**src/rtl/baccarat_pkg.sv**
```systemverilog
// Shared types and constants for the baccarat sequencing controller.
// Optional build macro used by the top: BACCARAT_CARD_COUNT_EN.
package baccarat_pkg;

  typedef enum logic [2:0] {
    S_P1   = 3'd0,
    S_D1   = 3'd1,
    S_P2   = 3'd2,
    S_D2   = 3'd3,
    S_P3   = 3'd4,
    S_D3   = 3'd5,
    S_DONE = 3'd6
  } deal_state_t;

  localparam logic [3:0] NATURAL_MIN = 4'd8;
  localparam logic [3:0] DRAW_MAX    = 4'd5;
  localparam logic [2:0] MAX_CARDS   = 3'd6;

  // Face cards and tens count as zero.
  function automatic logic [3:0] card_value(input logic [3:0] rank);
    return (rank <= 4'd9) ? rank : 4'd0;
  endfunction

endpackage

```
**src/rtl/banker_draw_rule.sv**
```systemverilog
// Banker third-card table: decides whether the banker draws once the
// player has taken a third card.
module banker_draw_rule
  import baccarat_pkg::*;
(
  input  logic [3:0] dscore,
  input  logic [3:0] pcard3,
  output logic       draw
);

  logic [3:0] v;

  always_comb begin
    v    = card_value(pcard3);
    draw = 1'b0;
    case (dscore)
      4'd0, 4'd1, 4'd2: draw = 1'b1;
      4'd3:             draw = (v != 4'd8);
      4'd4:             draw = (v >= 4'd2) && (v <= 4'd7);
      4'd5:             draw = (v >= 4'd4) && (v <= 4'd7);
      4'd6:             draw = (v >= 4'd6) && (v <= 4'd7);
      default:          draw = 1'b0;
    endcase
  end

endmodule

```
**src/rtl/baccarat_ctrl.sv**
```systemverilog
// Moore sequencer for one baccarat hand: one card per slow_clock cycle,
// third-card rules, win lights. BACCARAT_CARD_COUNT_EN adds cards_dealt.
module baccarat_ctrl
  import baccarat_pkg::*;
(
  input  logic       slow_clock,
  input  logic       resetb,
  input  logic [3:0] pscore,
  input  logic [3:0] dscore,
  input  logic [3:0] pcard3,
  output logic       load_pcard1,
  output logic       load_pcard2,
  output logic       load_pcard3,
  output logic       load_dcard1,
  output logic       load_dcard2,
  output logic       load_dcard3,
  output logic       player_win_light,
  output logic       dealer_win_light,
  output logic       done
`ifdef BACCARAT_CARD_COUNT_EN
  ,output logic [2:0] cards_dealt
`endif
);

  deal_state_t state, state_nx;
  logic        banker_draw;
  logic        natural;

  banker_draw_rule u_rule (
    .dscore (dscore),
    .pcard3 (pcard3),
    .draw   (banker_draw)
  );

  assign natural = (pscore >= NATURAL_MIN) || (dscore >= NATURAL_MIN);

  always_ff @(posedge slow_clock or negedge resetb) begin
    if (!resetb) state <= S_P1;
    else         state <= state_nx;
  end

  always_comb begin
    state_nx = S_P1;
    case (state)
      S_P1: state_nx = S_D1;
      S_D1: state_nx = S_P2;
      S_P2: state_nx = S_D2;
      S_D2: begin
        if (natural)                state_nx = S_DONE;
        else if (pscore <= DRAW_MAX) state_nx = S_P3;
        else if (dscore <= DRAW_MAX) state_nx = S_D3;
        else                        state_nx = S_DONE;
      end
      S_P3:    state_nx = banker_draw ? S_D3 : S_DONE;
      S_D3:    state_nx = S_DONE;
      S_DONE:  state_nx = S_DONE;
      default: state_nx = S_P1;  // unreachable encoding recovers
    endcase
  end

  always_comb begin
    load_pcard1      = 1'b0;
    load_pcard2      = 1'b0;
    load_pcard3      = 1'b0;
    load_dcard1      = 1'b0;
    load_dcard2      = 1'b0;
    load_dcard3      = 1'b0;
    player_win_light = 1'b0;
    dealer_win_light = 1'b0;
    done             = 1'b0;
    case (state)
      S_P1: load_pcard1 = 1'b1;
      S_D1: load_dcard1 = 1'b1;
      S_P2: load_pcard2 = 1'b1;
      S_D2: load_dcard2 = 1'b1;
      S_P3: load_pcard3 = 1'b1;
      S_D3: load_dcard3 = 1'b1;
      S_DONE: begin
        done             = 1'b1;
        player_win_light = (pscore >= dscore);
        dealer_win_light = (dscore >= pscore);
      end
      default: ;
    endcase
  end

`ifdef BACCARAT_CARD_COUNT_EN
  logic strobe_any;

  assign strobe_any = load_pcard1 | load_pcard2 | load_pcard3 |
                      load_dcard1 | load_dcard2 | load_dcard3;

  // Every strobe state is left on the next edge, so count strobe cycles.
  always_ff @(posedge slow_clock or negedge resetb) begin
    if (!resetb)
      cards_dealt <= 3'd0;
    else if (strobe_any && (cards_dealt != MAX_CARDS))
      cards_dealt <= cards_dealt + 3'd1;
  end
`endif

endmodule
```
**config.mk**
```make
export PLATFORM = sky130hd
export DESIGN_NAME = baccarat_ctrl
export DESIGN_NICKNAME = d
export VERILOG_FILES = /design/src/rtl/baccarat_pkg.sv /design/src/rtl/banker_draw_rule.sv /design/src/rtl/baccarat_ctrl.sv
export SDC_FILE = /design/constraint.sdc
export NUM_CORES = 1
export LEC_CHECK = 0
export CORE_AREA = 2 2 39 41
export DETAILED_ROUTE_END_ITERATION = 8
export DIE_AREA = 0 0 41 43
export HOLD_SLACK_MARGIN = 0.1
export PLACE_DENSITY = 0.69
export SETUP_SLACK_MARGIN = 0.1
export SYNTH_ARGS = -nofsm -noshare
export SYNTH_HDL_FRONTEND = slang
export SYNTH_SLANG_ARGS = --single-unit
```
**constraint.sdc**
```tcl
create_clock -name slow_clock -period 1.9 [get_ports slow_clock]
set_input_delay 0.19 -clock slow_clock [delete_from_list [all_inputs] [get_ports slow_clock]]
set_output_delay 0.19 -clock slow_clock [all_outputs]
set_load 0.01 [all_outputs]
```
==> summary by stage <==
Global routing
The number of global-route vias before repair was 436. The global-route met3 utilization is 0.0314. Entering global routing, the biggest net connects 10 pins. The met2 usage in global routing is 0.228.

The global routing met1 resource utilization is 0.144. The most congested layer reported by global routing is met2. The first global-routing pass estimated 1630 um of wire.

Across every metal layer, demand over resource in global routing totals 0.130. The number of antenna violations at the first check in global routing was 0. The sum of overflow across all layers after global routing is 0.

Detailed routing
For this run, design rule violations remaining after detail routing come to 0. The first detailed-routing pass ran for 4 iterations. The number of nets still failing antenna checks after routing is 0.

The first routing iteration left 3 violations. The per-cell routed wire length is 10.0 um. The routed layout has 458 vias. Dividing the detail-routed via count by the number of cells gives 4.67. Wires add up to 980 um.

STA
The total setup violations reported at the end of the flow is 0. Setup repair after global routing could not meet its margin everywhere. The number of hold-slack violations in the final timing report came to 0. At the pin with the least slew margin, the transition time is 0.221 ns. The number of pins with negative max-slew slack in the final report came to 0.

Adding up every negative setup slack in the final design gives 0 ns. The fmax is 572 MHz. The final critical-path required period is 1.75 ns.

The max-slew headroom at the worst pin is 0.852. The share of the clock period used by the worst path is 0.920. The maximum clock skew at final layout is 0.00222 ns.

Power
The worst IR drop on VDD is 0.000278 V. The static leakage is 0.364 nW. The share of total power dissipated in the clock network is 0.156.

The internal power contribution is 0.000433 W. In this run the power spent charging and discharging nets is 0.000272 W. The switching power share of the total is 0.386. The share of total power dissipated in combinational logic is 0.651. For this design the ratio of total power to cell area is 977 nW/um^2. The sequential share of power is 0.193.

Finish
The number of inserted diodes is 0. The register with the most flip-flops in the layout has 3 of them. Summing all multi-input logic gate instances after layout gives 299 sq um. The layout filler cell count is 149.

After routing the design area is 722 sq um. Of the cells placed in the final design, the portion with a size suffix greater than 1 is 0.280. The net count of the finished layout is 101. The largest registers in the layout are state: 3 flops. Ranked by flip-flop count, first place goes to state. The sequential cell area is 76.3 sq um.

The signed area change from the synthesized netlist to the final layout is 86.7%. The number of non-filler instances in the completed layout is 98.

Placed design
In this run the cell area measured after placement is 683 sq um. Detailed placement ended at an HPWL of 788 um. The number of buffer cells added on primary ports is 22. After detailed placement, the design holds a cell count of 94.

Routability-driven placement finished with a final weighted congestion of 0.679.

Die
The number of core rows is 14. The initial core utilization is 0.279. The core region is 1380 sq um. The floorplan die height is 43 um. The horizontal die dimension is 41 um. 23 I/O pins were placed. The die covers 1760 sq um.

Worst setup path
The setup path with the least slack is of type in -> out. STA puts the critical path data arrival time at 1.56 ns. STA classifies the critical path startpoint as an input port. The capturing element type of the critical path is an output port.

The highest net fanout along the worst path is 2. For the worst setup path, the data required time is 1.71 ns. The worst register-to-register path has a depth of 3.

Logic synthesis
The leading area contributor after synthesis is dfrtp_1. By area the synthesized netlist is led by dfrtp_1, ha_1, nor2_1. Of all flip-flops after synthesis, the portion carrying an async set or reset was 1.00. The post-synthesis instance total is 50. The number of warnings issued by yosys is 0.

The library cell with the highest instance count after synthesis is nor2_1. The post-synthesis cell type count is 29. The synthesized flop and latch total is 3.

The mean instance size in the synthesized netlist is 7.73 sq um. The count of flip-flops with a built-in enable after synthesis is 0. The most used flip-flop cell after synthesis is dfrtp_1. Counting every net in the synthesized netlist gives 68. The portion of synthesized cell area occupied by the leading cell type is 0.194. The part of the Yosys area used for sequential elements is 0.194.

The summed instance area of the synthesized netlist is 387 sq um. After synthesis, the most frequently instantiated cells are nor2_1, inv_1, ha_1.

Run status
The run finished with clean final reports.

Clock network
The clock drives 3 sinks. The clock reaches the later pin of the worst-skew pair after 0.23 ns. The clock tree from TritonCTS is done.

CTS built an H-tree with a depth of 1. Counting along the longest clock path gives a buffer depth of 2. In this run the clock root is driven by a clkbuf_4.

Buffers inserted to repair hold after CTS numbered 0. The post-CTS repair timing setup buffer count is 0. The clock transition time at the flip-flop clock pins of the worst setup and hold paths is 0.04 ns. The TritonCTS buffer count is 3.

Hold path
The worst hold path belongs to the class in -> async.

Job
The tool flagged a number of max-cap violations equal to 0.
==> critical path: stages <==
cell	delay, ns
clkdlybuf4s50_1	0.43
ha_1	0.32
and4_1	0.21
o31a_1	0.27
buf_2	0.14
==> layout make-up <==
cell class                 instances  share of cell area
multi-input combinational         39               0.414
timing repair buffer              31               0.390
sequential                         3               0.106
clock buffer                       4              0.0364
tap                               16              0.0277
inverter                           5              0.0260
==> routing by layer <==
layer / part of all wire / vias up
met5: 0 / -
met4: 0 / 0
met3: 0.064 / 0
met2: 0.48 / 20
met1: 0.46 / 197
li1: - / 241
==> kinds of logic after synthesis <==
kind of cell	Yosys count	synth area share
flip-flops	3	0.194
AND/OR/NAND/NOR	23	0.366
adder cells (fa/ha/maj)	4	0.129
AO/OA/AOI/OAI	10	0.188
XOR/XNOR	2	0.0453
buffers and inverters	8	0.0777
==> power by group through the flow <==
stage | Combinational, W | Sequential [W] | Clock, W
5_1_grt | 0.000514 | 0.000141 | 0.000125
6_report | 0.000459 | 0.000136 | 0.000110
4_1_cts | 0.000461 | 0.000134 | 0.000116
3_3_place_gp | 0.000464 | 0.000133 | 0
3_5_place_dp | 0.000471 | 0.000133 | 0
2_1_floorplan | 0.000272 | 0.000102 | 0
==> worst paths after layout <==
path                            startpoint               end  slack, ns
worst min register to register    state[2]          state[2]       0.66
worst max-delay path             dscore[3]  dealer_win_light       0.15
worst max register to register    state[1]          state[0]       0.92
min in group slow_clock          pscore[3]          state[1]       0.48
worst min-delay path                resetb          state[2]       0.15
max in group asynchronous           resetb          state[1]       1.59
==> cells in the final DEF, fill, tap and decap left out, types with 2 or more instances in the layout <==
cell type and count:
nand4_1 2, clkdlybuf4s50_1 13, dfrtp_1 2, buf_2 2, ha_1 2, clkbuf_4 3, buf_4 9, nand2b_1 2
inv_1 4, o21a_1 2, dlymetal6s2s_1 4, nand2_1 3, nor2_1 5
==> what timing repair did <==
action                     in CTS  in global routing
pin swaps                       3                  5
resized for setup              13                 10
setup endpoints to repair       2                  4
==> stage by stage <==
| step | total power (W) | utilization | worst slack, ns | hold slack, ns |
|---|---|---|---|---|
| 2_1_floorplan | 0.000374 | - | 0.438 | -0.106 |
| 3_3_place_gp | 0.000598 | 0.494 | -0.501 | 0.381 |
| 3_5_place_dp | 0.000604 | 0.494 | -0.514 | 0.389 |
| 4_1_cts | 0.000710 | 0.512 | 0.118 | 0.140 |
| 5_1_grt | 0.000780 | 0.522 | 0.0878 | 0.147 |
| 6_report | 0.000705 | 0.522 | 0.152 | 0.147 |
Power figures use the tool's default switching activity.
